**src/rtl/vending_pkg.sv**
```systemverilog
// ---------------------------------------------------------------------------
// vending_pkg
// Shared definitions for the generalised vending controller.
//   - coin code constants (COIN_5, COIN_10, COIN_20, COIN_BAD)
//   - controller state enum vm_state_t
//   - coin_units(): coin code -> value in Rs5 units (0 for the invalid code)
// ---------------------------------------------------------------------------
package vending_pkg;

    localparam logic [1:0] COIN_5   = 2'b00;
    localparam logic [1:0] COIN_10  = 2'b01;
    localparam logic [1:0] COIN_20  = 2'b10;
    localparam logic [1:0] COIN_BAD = 2'b11;

    typedef enum logic [1:0] {
        S_IDLE    = 2'd0,
        S_COLLECT = 2'd1,
        S_VEND    = 2'd2,
        S_CHANGE  = 2'd3
    } vm_state_t;

    // Value of a coin in Rs5 units; the invalid code is worth nothing.
    function automatic logic [2:0] coin_units(input logic [1:0] code);
        logic [2:0] units;
        units = 3'd0;
        case (code)
            COIN_5:  units = 3'd1;
            COIN_10: units = 3'd2;
            COIN_20: units = 3'd4;
            default: units = 3'd0;
        endcase
        return units;
    endfunction

endpackage

```
**src/rtl/vm_change_dispenser.sv**
```systemverilog
// ---------------------------------------------------------------------------
// vm_change_dispenser
// Owns the change countdown. A load captures the amount owed; afterwards one
// coin is paid per cycle, Rs10 first while at least 2 units remain, then Rs5.
// Outputs are decodes of the registered remainder, so the remainder is
// non-zero exactly while change is being paid.
// Ports:
//   clk, reset_n   clock, asynchronous active-low reset
//   load           capture load_value as the amount owed
//   load_value     amount owed, Rs5 units
//   change5        Rs5 coin paid this cycle
//   change10       Rs10 coin paid this cycle
//   done           this cycle pays the final coin
//   rem            amount still owed, Rs5 units
// ---------------------------------------------------------------------------
module vm_change_dispenser #(
    parameter int CREDIT_W = 6
) (
    input  logic                clk,
    input  logic                reset_n,
    input  logic                load,
    input  logic [CREDIT_W-1:0] load_value,
    output logic                change5,
    output logic                change10,
    output logic                done,
    output logic [CREDIT_W-1:0] rem
);

    logic [CREDIT_W-1:0] rem_q;
    logic [CREDIT_W-1:0] rem_d;
    logic                two_or_more;

    assign two_or_more = (rem_q >= CREDIT_W'(2));

    always_comb begin
        rem_d = rem_q;
        if (load) begin
            rem_d = load_value;
        end else if (rem_q != '0) begin
            rem_d = two_or_more ? (rem_q - CREDIT_W'(2)) : (rem_q - CREDIT_W'(1));
        end
    end

    always_ff @(posedge clk or negedge reset_n) begin
        if (!reset_n) begin
            rem_q <= '0;
        end else begin
            rem_q <= rem_d;
        end
    end

    assign change10 = two_or_more;
    assign change5  = (rem_q == CREDIT_W'(1));
    // Last coin when 1 or 2 units remain.
    assign done     = (rem_q != '0) && (rem_q <= CREDIT_W'(2));
    assign rem      = rem_q;

endmodule

```
**src/rtl/vending_machine_gen.sv**
```systemverilog
// ---------------------------------------------------------------------------
// vending_machine_gen
// Parameterised vending controller: NUM_ITEMS items with a packed price table,
// Rs5/Rs10/Rs20 coins, a credit ceiling, cancel/refund and multi-coin change.
// Optional stock tracking is compiled in when macro VM_STOCK_EN is defined.
// Ports:
//   clk, reset_n  clock, asynchronous active-low reset
//   item_sel      item index, captured on the first accepted coin
//   coin_valid    single-cycle pulse, one coin present on coin_type
//   coin_type     00=Rs5 01=Rs10 10=Rs20 11=invalid
//   cancel        refund request (acted on in COLLECT only)
//   vend          one-cycle dispense pulse; vend_item is the item (else 0)
//   change5/10    one pulse per returned coin
//   coin_reject   the coin sampled on the previous edge was returned
//   busy          high while vending or paying change
//   credit        credit held, or change still owed while paying change
//   dbg_state     current controller state
//   restock       (VM_STOCK_EN) reload stock of item_sel, ignored while busy
//   sold_out      (VM_STOCK_EN) per-item stock exhausted
// Coin interface: coin_valid has no back-pressure. Every coin pulse is either
// credited or returned, the latter signalled by coin_reject one cycle later.
// All outputs are registers or decodes of registered state.
// ---------------------------------------------------------------------------
module vending_machine_gen
    import vending_pkg::*;
#(
    parameter int                              NUM_ITEMS   = 4,
    parameter int                              IW          = $clog2(NUM_ITEMS),
    parameter int                              CREDIT_W    = 6,
    parameter logic [NUM_ITEMS*CREDIT_W-1:0]   PRICE_TABLE = {6'd6, 6'd5, 6'd4, 6'd3},
    parameter int                              MAX_CREDIT  = 12
`ifdef VM_STOCK_EN
    ,
    parameter int                              STOCK_INIT  = 8
`endif
) (
    input  logic                 clk,
    input  logic                 reset_n,
    input  logic [IW-1:0]        item_sel,
    input  logic                 coin_valid,
    input  logic [1:0]           coin_type,
    input  logic                 cancel,
`ifdef VM_STOCK_EN
    input  logic                 restock,
    output logic [NUM_ITEMS-1:0] sold_out,
`endif
    output logic                 vend,
    output logic [IW-1:0]        vend_item,
    output logic                 change5,
    output logic                 change10,
    output logic                 coin_reject,
    output logic                 busy,
    output logic [CREDIT_W-1:0]  credit,
    output vm_state_t            dbg_state
);

    vm_state_t           state_q, state_d;
    logic [CREDIT_W-1:0] credit_q, credit_d;
    logic [IW-1:0]       sel_q, sel_d;
    logic                reject_q, reject_d;

    logic                chg_load;
    logic [CREDIT_W-1:0] chg_value;
    logic                chg_done;
    logic [CREDIT_W-1:0] chg_rem;

    // Sums are one bit wider than credit so they never wrap.
    logic [CREDIT_W:0]   coin_val;
    logic [CREDIT_W:0]   coin_sum;
    logic [CREDIT_W:0]   max_ext;
    logic [CREDIT_W:0]   price_sel_in;
    logic [CREDIT_W:0]   price_sel_q;
    logic                coin_bad;
    logic                item_blocked;

    function automatic logic [CREDIT_W-1:0] price_of(input logic [IW-1:0] idx);
        return PRICE_TABLE[idx*CREDIT_W +: CREDIT_W];
    endfunction

    assign coin_val     = (CREDIT_W+1)'(coin_units(coin_type));
    assign coin_sum     = {1'b0, credit_q} + coin_val;
    assign max_ext      = (CREDIT_W+1)'(MAX_CREDIT);
    assign price_sel_in = {1'b0, price_of(item_sel)};
    assign price_sel_q  = {1'b0, price_of(sel_q)};
    assign coin_bad     = (coin_type == COIN_BAD) || (coin_sum > max_ext);

`ifdef VM_STOCK_EN
    localparam int SW = $clog2(STOCK_INIT + 1);

    logic [SW-1:0] stock_q [NUM_ITEMS];

    always_ff @(posedge clk or negedge reset_n) begin
        if (!reset_n) begin
            for (int i = 0; i < NUM_ITEMS; i++) begin
                stock_q[i] <= SW'(STOCK_INIT);
            end
        end else if (state_q == S_VEND) begin
            // A sold-out item never reaches VEND, so this cannot underflow.
            stock_q[sel_q] <= stock_q[sel_q] - SW'(1);
        end else if (restock && !busy) begin
            stock_q[item_sel] <= SW'(STOCK_INIT);
        end
    end

    always_comb begin
        for (int i = 0; i < NUM_ITEMS; i++) begin
            sold_out[i] = (stock_q[i] == '0);
        end
    end

    assign item_blocked = sold_out[item_sel];
`else
    assign item_blocked = 1'b0;
`endif

    always_comb begin
        state_d   = state_q;
        credit_d  = credit_q;
        sel_d     = sel_q;
        reject_d  = 1'b0;
        chg_load  = 1'b0;
        chg_value = '0;

        case (state_q)
            S_IDLE: begin
                if (coin_valid) begin
                    if (coin_bad || item_blocked) begin
                        reject_d = 1'b1;
                    end else begin
                        sel_d    = item_sel;
                        credit_d = coin_sum[CREDIT_W-1:0];
                        state_d  = (coin_sum >= price_sel_in) ? S_VEND : S_COLLECT;
                    end
                end
            end

            S_COLLECT: begin
                if (cancel) begin
                    // Cancel wins over a coin arriving in the same cycle.
                    reject_d = coin_valid;
                    credit_d = '0;
                    if (credit_q != '0) begin
                        chg_load  = 1'b1;
                        chg_value = credit_q;
                        state_d   = S_CHANGE;
                    end else begin
                        state_d = S_IDLE;
                    end
                end else if (coin_valid) begin
                    if (coin_bad) begin
                        reject_d = 1'b1;
                    end else begin
                        credit_d = coin_sum[CREDIT_W-1:0];
                        if (coin_sum >= price_sel_q) begin
                            state_d = S_VEND;
                        end
                    end
                end
            end

            S_VEND: begin
                reject_d = coin_valid;
                credit_d = '0;
                if (credit_q != price_of(sel_q)) begin
                    chg_load  = 1'b1;
                    chg_value = credit_q - price_of(sel_q);
                    state_d   = S_CHANGE;
                end else begin
                    state_d = S_IDLE;
                end
            end

            S_CHANGE: begin
                reject_d = coin_valid;
                if (chg_done) begin
                    state_d = S_IDLE;
                end
            end

            default: begin
                state_d  = S_IDLE;
                credit_d = '0;
            end
        endcase
    end

    always_ff @(posedge clk or negedge reset_n) begin
        if (!reset_n) begin
            state_q  <= S_IDLE;
            credit_q <= '0;
            sel_q    <= '0;
            reject_q <= 1'b0;
        end else begin
            state_q  <= state_d;
            credit_q <= credit_d;
            sel_q    <= sel_d;
            reject_q <= reject_d;
        end
    end

    vm_change_dispenser #(
        .CREDIT_W (CREDIT_W)
    ) u_change (
        .clk        (clk),
        .reset_n    (reset_n),
        .load       (chg_load),
        .load_value (chg_value),
        .change5    (change5),
        .change10   (change10),
        .done       (chg_done),
        .rem        (chg_rem)
    );

    assign vend        = (state_q == S_VEND);
    assign vend_item   = vend ? sel_q : '0;
    assign busy        = (state_q == S_VEND) || (state_q == S_CHANGE);
    assign coin_reject = reject_q;
    assign credit      = (state_q == S_CHANGE) ? chg_rem : credit_q;
    assign dbg_state   = state_q;

endmodule

```
**config.mk**
```make
export PLATFORM = sky130hd
export DESIGN_NAME = vending_machine_gen
export DESIGN_NICKNAME = d
export VERILOG_FILES = /design/src/rtl/vending_pkg.sv /design/src/rtl/vm_change_dispenser.sv /design/src/rtl/vending_machine_gen.sv
export SDC_FILE = /design/constraint.sdc
export NUM_CORES = 1
export LEC_CHECK = 0
export ABC_AREA = 1
export BUFFER_PORTS_ARGS = -buffer_cell sky130_fd_sc_hd__buf_2
export CELL_PAD_IN_SITES_DETAIL_PLACEMENT = 1
export CELL_PAD_IN_SITES_GLOBAL_PLACEMENT = 1
export CORE_ASPECT_RATIO = 1.4
export CORE_MARGIN = 2
export CORE_UTILIZATION = 45
export CTS_CLUSTER_DIAMETER = 100
export DETAILED_ROUTE_END_ITERATION = 8
export PLACE_DENSITY_LB_ADDON = 0.1
export REMOVE_ABC_BUFFERS = 1
export SETUP_SLACK_MARGIN = 0.1
export SYNTH_ARGS = -nofsm -noshare
export SYNTH_HDL_FRONTEND = slang
export SYNTH_SLANG_ARGS = --single-unit
```
**constraint.sdc**
```tcl
create_clock -name clk -period 3.4 [get_ports clk]
set_input_delay 0.34 -clock clk [delete_from_list [all_inputs] [get_ports clk]]
set_output_delay 0.34 -clock clk [all_outputs]
set_load 0.02 [all_outputs]
```
==> impl_summary.md, run 1 <==
Drt
Dividing the detail-routed via count by the number of cells gives 5.25. The post-detailed-routing wire length is 5.17 mm. After detailed routing, the number of remaining DRC violations is 0. The first detailed-routing pass took 4 iterations.

The detailed router finished its first iteration with 30 violations. The detail route stage leaves a number of antenna-violating nets equal to 0. The routed layout has 1,863 vias. Dividing the detail-routed wire length by the instance count gives 14.6 um.

Placed design
The HPWL after detailed placement is 4.42 mm. The pre-CTS setup slack is 947 ps. The congestion estimate from routability-driven global placement came to 0.803. The number of port buffers is 22.

The total placed instance area is 0.00211 mm2.

Timing
The final number of hold-violating endpoints is 0. The headroom to the max-slew limit is 71.5%. The minimum clock period is 2390 ps. The clock tree skew after final layout is 5.12 ps. After routing, the total negative slack on setup checks comes to 0 ps. Static timing analysis puts the maximum clock frequency at 0.419 GHz. Of the available clock period, the critical path in the final layout requires 70.2%. The count of pins over their slew limit is 0. At the pin with the least slew margin, the transition time is 428 ps. The setup-violating endpoint count in the final report is 0. The worst path setup slack after routing is 1010 ps. Setup repair after global routing left no endpoint under its margin.

Critical path
The signal on the critical path passes through ha_1, fa_1, ha_1, a21boi_0, o21ai_0, nand2_1, nor2_1, nor2_1, nand2_2, nand2_1, nand2_1. Along the worst path, the maximum fanout reaches 4. Data arrives at the worst endpoint at 2540 ps.

The maximum single-stage delay on the critical path is 520 ps. The worst setup path is captured at a flip-flop. The type of the worst setup path is flip-flop to flip-flop. At the worst endpoint, the required time is 3550 ps.

The highest-delay cell along the critical path is sky130_fd_sc_hd__fa_1. STA classifies the critical path startpoint as a flip-flop. The gate family responsible for the most delay along the worst path is adder cells. The internal reg-to-reg setup slack is 1010 ps. The number of buffers and inverters on the critical path is 0. The cell that appears most often on the critical path is sky130_fd_sc_hd__nand2_1.

Synthesis
The post-synthesis share of cell area spent on full adders, half adders and majority gates is 20.6%. The Yosys step of the flow raised 0 warnings. After synthesis, the largest family of logic cells by area is simple AND/OR/NAND/NOR gates. The mapped cell area is 0.00196 mm2. The xor and xnor area share after synthesis is 2.24%. The cell accounting for the most synthesized area is sky130_fd_sc_hd__dfrtp_1. Of all flip-flops after synthesis, the portion carrying an async set or reset was 100%.

The top-area cell type share of the netlist area is 21.8%. The number of library cell types mapped by synthesis is 26. In the synthesized netlist, the cells that appear most often are 75 x sky130_fd_sc_hd__nand2_1, 45 x sky130_fd_sc_hd__inv_1, 29 x sky130_fd_sc_hd__ha_1.

The basic-gate share of the synthesized area counting and, or, nand and nor cells is 33.3%. Counting flops and latches in the post-synthesis netlist gives 17. The leading register cell type out of synthesis is sky130_fd_sc_hd__dfrtp_1. The synthesized design contains 0 enable-type register cells.

The cell with the most instances after synthesis is sky130_fd_sc_hd__nand2_1. Synthesis produced a netlist whose cell count is 286. The mean instance size in the synthesized netlist is 6.84 um2. After synthesis, the cell types taking the most area are sky130_fd_sc_hd__dfrtp_1 22%, sky130_fd_sc_hd__ha_1 19%, sky130_fd_sc_hd__nand2_1 14%.

After synthesis, flip-flops and latches occupy 21.8% of the total area. The compound-cell area share of the yosys netlist is 11.8%. The mux share of post-synthesis cell area is 0%.

Final layout
The synthesis-to-finish area growth is 10.3%. The final instance area is 0.00216 mm2. In the final layout, the share of cells above drive strength 1 is 14.8%. The final layout net count is 350. 0 antenna diodes ended up in the layout.

Power
The areal power density over the cells is 195 mW/mm2. The analysis attributes to cell leakage a power of 1.26 nW. VDD sags by at most 0.0000940 V.

Clock network
The TritonCTS clock tree is yes. The number of gates given a new drive strength after cts is 0. The number of hold buffers added after CTS was 0. The clock edge transition at the registers on the reported setup and hold paths is 70 ps. Post-CTS timing repair inserted 0 buffers for setup. The longest clock path from root to sink contains 2 buffers. In this run, CTS created clock tree buffers numbering 3. The root buffer selected by CTS is sky130_fd_sc_hd__clkbuf_8. The later pin in the worst-skew pair is clocked with a latency of 260 ps.

The sink count of the clock tree is 17. In this run the number of H-tree levels came out at 1.

Floorplanning
For this configuration, the core starts out at a cell density of 46.5%. In this run the horizontal extent of the chip is 59.7 um. The overall die height is 82 um. The core region is 0.00420 mm2. The number of top-level pins is 23. The area of the die is 0.00490 mm2.

The placement row count is 28.

Global routing
The number of antenna violations at the first check in global routing is 0. The pin count of the biggest net entering global routing is 18. After global routing the overflow that remains totals 0. Global routing used 23.4% of the available tracks. The via count of the first global-routing pass came to 1,909. The first global-routing pass estimated 8.58 mm of wire.

Flow run
The number of max-capacitance violations reported is 0.

Outcome
The flow ran to the end, and the final reports show no timing, DRC or antenna violations.

Worst hold path
The worst hold path belongs to the class primary input to asynchronous set/reset pin.
-- registers in the layout (all words and copies together) (netlist names) --
register      flops
coin_reject       1
credit_q          6
dbg_state         2
u_change.rem      6
sel_q             2
-- layout make-up --
cell class	instances	area [um2]
Sequential cell	17	425
Tap cell	45	56.3
Clock inverter	1	5.00
Inverter	51	191
Clock buffer	3	41.3
Timing Repair Buffer	22	110
Multi-Input combinational cell	216	1330
Fill cell	571	2050
-- per-stage QoR --
| stage | instances | power (mW) | hold WS [ps] | utilization [%] |
|---|---|---|---|---|
| 6_report | 355 | 0.422 | 1.42 | 51.3 |
| 5_1_grt | 355 | 0.441 | 24.2 | 51.3 |
| 4_1_cts | 355 | 0.426 | 9.12 | 51.3 |
| 3_5_place_dp | 351 | 0.265 | 298 | 50.2 |
| 3_3_place_gp | 351 | 0.264 | 296 | 50.2 |
| 2_1_floorplan | 284 | 0.244 | 44.4 | - |
-- metal layers --
metal	track usage (%)	vias up	part of all wire, %
li1	-	955	-
met1	24.1	878	38
met2	46.7	23	58
met3	1.57	7	1.2
met4	9.33	0	2.0
met5	0	-	0
-- power by group --
group | total (mW) | internal [mW] | leakage [nW] | switching, mW
combinational | 0.0574 | 0.0204 | 1.03 | 0.0370
clock | 0.161 | 0.0817 | 0.0255 | 0.0797
sequential | 0.203 | 0.203 | 0.199 | 0.000142
total | 0.422 | 0.305 | 1.26 | 0.117
-- cell usage in the layout (no fill, tap or decap), drive strengths merged --
| master | n |
|---|---|
| a21boi | 2 |
| a21oi | 16 |
| buf | 22 |
| clkbuf | 3 |
| clkinv | 1 |
| dfrtp | 17 |
| fa | 2 |
| ha | 29 |
| inv | 51 |
| nand2 | 83 |
| nand3 | 22 |
| nand3b | 2 |
| nand4 | 2 |
| nor2 | 23 |
| nor3 | 3 |
| o21ai | 20 |
| o22ai | 5 |
| or2 | 2 |
| xor2 | 5 |
-- kinds of logic (layout without fill, tap and decap cells) --
kind of cell,Yosys count,in the layout
simple gates,137,137
xor+xnor,5,5
buf+inv,53,77
flops,17,17
fa+ha+maj,31,31
compound gates,43,43
-- worst paths after layout --
kind	start	to	depth (start not counted)
setup / recovery	credit_q[0]	dbg_state[1]	11
setup reg to reg	credit_q[0]	dbg_state[1]	11
min in group clk	item_sel[0]	sel_q[0]	3
max in group asynchronous	reset_n	u_change.rem[0]	1
hold / removal	reset_n	credit_q[4]	1
hold reg to reg	credit_q[0]	credit_q[0]	2
Power figures use the tool's default switching activity.
==> run 2: changes to the inputs <==
Settings changed: CORE_UTILIZATION 45 to 38.
Clock period 3.4 ns to 2.1 ns, I/O delays scaled along.
==> impl_summary.md, run 2 (synthesis results as in run 1) <==
Clock network
The sink count of the clock tree came to 17 (unchanged). The H-tree depth reported by CTS is 1 (unchanged). The clock insertion delay at the later pin of the skew report was 270 ps (was 260 ps). The maximum count of clock buffers along a single path is 2 (unchanged). The TritonCTS clock tree is yes (unchanged). The number of buffers added by the clock tree synthesis step is 3 (unchanged). The root buffer selected by CTS is sky130_fd_sc_hd__clkbuf_8 (unchanged). The clock edge transition at the registers on the reported setup and hold paths is 80 ps (was 70 ps).

Critical path
The internal reg-to-reg setup slack is -100 ps (was 1010 ps). The path depth of the worst reg2reg path was 12 (was 11). The kind of launch point of the worst setup path is a flip-flop (unchanged). The arrival time of data at the critical path endpoint was 2370 ps (was 2540 ps). The data required time of the critical path is 2270 ps (was 3550 ps).

The largest fanout on the critical path is 3 (was 4). The endpoint of the worst register-to-register path is dbg_state[1] (unchanged). The launching point of the worst reg2reg path is credit_q[0] (unchanged). The type of the worst setup path is flip-flop to flip-flop (unchanged). The kind of end point of the critical path is a flip-flop (unchanged).

Drt
The top layer reached by signal wires was met4 (unchanged). The total iterations of the first detailed-routing run was 4 (unchanged). The detailed route wirelength on metal2 is 3.58 mm (was 3.02 mm). The detailed-routed wire length on met3 came to 114 um (was 61 um).

The first-iteration detailed-routing DRC count was 73 (was 30). The number of antenna-violating nets in the routed design came to 0 (unchanged). The met1 wire length is 2.46 mm (was 1.99 mm).

The via-per-instance ratio is 5.10 (was 5.25). The post-detailed-routing wire length was 6.31 mm (was 5.17 mm). The mean routed wirelength per cell is 15.9 um (was 14.6 um). The DRC violation count after routing is 0 (unchanged). The total via count after detailed routing is 2,023 (was 1,863).

Timing
The period utilization is 105% (was 70.2%). The fmax is 0.455 GHz (was 0.419 GHz). The clock tree skew after final layout is 5.09 ps (was 5.12 ps). The headroom to the max-slew limit was 68.3% (was 71.5%). The final number of hold-violating endpoints is 0 (unchanged). The count of pins over their slew limit came to 0 (unchanged). The worst path setup slack after routing is -100 ps (was 1010 ps).

The pin slew with the least headroom to its limit is 476 ps (was 428 ps). The setup-violating endpoint count in the final report is 7 (was 0). Unrepaired setup endpoints after global routing: yes (was no). The minimum clock period is 2200 ps (was 2390 ps).

Final layout
The layout filler cell count is 647 (was 571). Top library cells by usage in the layout, fill and taps aside: 63 x sky130_fd_sc_hd__nand2_1, 41 x sky130_fd_sc_hd__inv_1, 23 x sky130_fd_sc_hd__ha_1, 22 x sky130_fd_sc_hd__buf_2 (was 75 x sky130_fd_sc_hd__nand2_1, 45 x sky130_fd_sc_hd__inv_1, 29 x sky130_fd_sc_hd__ha_1, 22 x sky130_fd_sc_hd__nand3_1, 22 x sky130_fd_sc_hd__buf_2). The commonest non-fill, non-tap cell in the layout was sky130_fd_sc_hd__nand2_1 (unchanged). The fraction of the core area covered by cells at the end of the flow is 52.9% (was 51.3%). The final instance area is 0.00260 mm2 (was 0.00216 mm2).

The proportion of layout cells with a drive suffix above 1 is 33.6% (was 14.8%). The antenna diode count came to 0 (unchanged). The post-route non-filler standard cell count is 397 (was 355). The final layout net count is 373 (was 350). The synthesis-to-finish area growth is 33.0% (was 10.3%).

Placed design
The number of port buffers is 22 (unchanged). The pre-CTS setup slack is -240 ps (was 947 ps). The cell count after placement is 386 (was 351). The total placed instance area is 0.00225 mm2 (was 0.00211 mm2). The HPWL after detailed placement came to 4.74 mm (was 4.42 mm). The final weighted congestion in routability-driven placement was 0.829 (was 0.803).

Global routing
The number of antenna violations at the first check in global routing is 0 (unchanged). The pin count of the biggest net entering global routing is 18 (unchanged). The via count of the first global-routing pass is 2,076 (was 1,909). The wire length of the first global-routing pass came to 9.71 mm (was 8.58 mm). The total routing usage reported by global routing was 22.0% (was 23.4%).

The final global-route overflow total came to 0 (unchanged).

Power
The internal cell power was 0.522 mW (was 0.305 mW). The maximum vdd drop is 0.000214 V (was 0.0000940 V). The switching power summed over all nets is 0.219 mW (was 0.117 mW). The switching share of power is 29.6% (was 27.7%). The sequential cell fraction of total power is 44.3% (was 48.1%).

The total power consumption of the routed design came to 0.741 mW (was 0.422 mW). The total leakage power is 1.38 nW (was 1.26 nW). The areal power density over the cells is 285 mW/mm2 (was 195 mW/mm2). The relative contribution of the clock network to total power is 37.7% (was 38.3%). The portion of total power attributed to combinational logic is 18.1% (was 13.6%).

Worst hold path
The type of the most critical hold path is primary input to flip-flop (was primary input to asynchronous set/reset pin). The worst hold path terminates at sel_q[0]. Along the worst hold path, the cell count comes to 3. In this run the most critical hold path is launched from item_sel[0].

Floorplanning
The area of the die is 0.00574 mm2 (was 0.00490 mm2). The number of top-level pins is 23 (unchanged). The overall die height is 88.9 um (was 82 um).

The initial core utilization was 39.8% (was 46.5%). The die span in x was 64.6 um (was 59.7 um). The placement row count came to 30 (was 28). The placeable core area is 0.00492 mm2 (was 0.00420 mm2).

Outcome
Outcome: complete, but fails checks (was finished clean). The checks that failed: negative setup slack.

Flow run
The number of max-capacitance violations reported came to 0 (unchanged).
-- run 2: cell count changes in the layout (fill, tap and decap cells not counted), moves of 7 or more --
cell                      delta
sky130_fd_sc_hd__nand2_2     +7
sky130_fd_sc_hd__nand3_1     -7
sky130_fd_sc_hd__buf_4      +18
sky130_fd_sc_hd__o21ai_0     -9
sky130_fd_sc_hd__nand3_2     +7
sky130_fd_sc_hd__nand2_1    -12
-- run 2: stage by stage --
step           hold WS (ps)  setup TNS, ps
2_1_floorplan         -85.6          -90.1
3_3_place_gp            178           -266
3_5_place_dp            183           -676
4_1_cts                 181           -604
5_1_grt                 182          -1080
6_report                173           -286
-- run 2: layer usage --
layer	track usage, %	vias to the layer above
met1	22.7	952
met3	0.891	18
li1	-	1005
met5	0	-
met4	7.54	0
met2	46.4	48
-- run 2: repair_timing --
action | in CTS | in global routing
buffers inserted | 0 | 5
cloned | 1 | 0
resized for setup | 31 | 39
hold endpoints to repair | 17 | 0
pin swaps | 19 | 20
hold buffers | 1 | 0
endpoints found under the setup margin | 17 | 17
-- run 2: how the worst max path moves through the flow --
stage            startpoint      endpoint  slack, ps  cells after the start
2_1_floorplan   credit_q[0]  dbg_state[0]        -50                     11
3_3_place_gp   coin_type[1]  dbg_state[0]       -120                     13
3_5_place_dp   coin_type[1]  dbg_state[0]       -240                     13
4_1_cts         credit_q[0]  dbg_state[1]       -130                     12
5_1_grt         credit_q[0]  dbg_state[1]       -200                     12
6_report        credit_q[0]  dbg_state[1]       -100                     12
-- run 2: power groups by stage --
| stage | clock network [mW] | logic, mW | registers (mW) |
|---|---|---|---|
| finish | 0.279 | 0.134 | 0.328 |
| global route | 0.295 | 0.149 | 0.328 |
| CTS | 0.275 | 0.131 | 0.328 |
| detailed placement | 0 | 0.115 | 0.335 |
| global placement | 0 | 0.111 | 0.335 |
| floorplan | 0 | 0.0584 | 0.336 |
-- run 2: layout make-up --
cell class                      instances  area [um2]  area share, %
Tap cell                               64        80.1           3.08
Clock buffer                            4        45.0           1.73
Sequential cell                        17         425           16.4
Timing Repair Buffer                   44         289           11.1
Multi-Input combinational cell        217        1560           59.9
Inverter                               51         203           7.79
-- run 2: critical path, cell delays in order (launching register included) --
cell and delay, ps:
sky130_fd_sc_hd__dfrtp_1 400, sky130_fd_sc_hd__ha_2 210, sky130_fd_sc_hd__fa_2 570, sky130_fd_sc_hd__buf_6 110, sky130_fd_sc_hd__ha_4 190, sky130_fd_sc_hd__o21ai_2 50, sky130_fd_sc_hd__nand2_1 70, sky130_fd_sc_hd__nand2_1 70
sky130_fd_sc_hd__nand3b_1 100, sky130_fd_sc_hd__nor2_1 140, sky130_fd_sc_hd__nor2_1 70, sky130_fd_sc_hd__nand3_1 80, sky130_fd_sc_hd__nand2_1 50
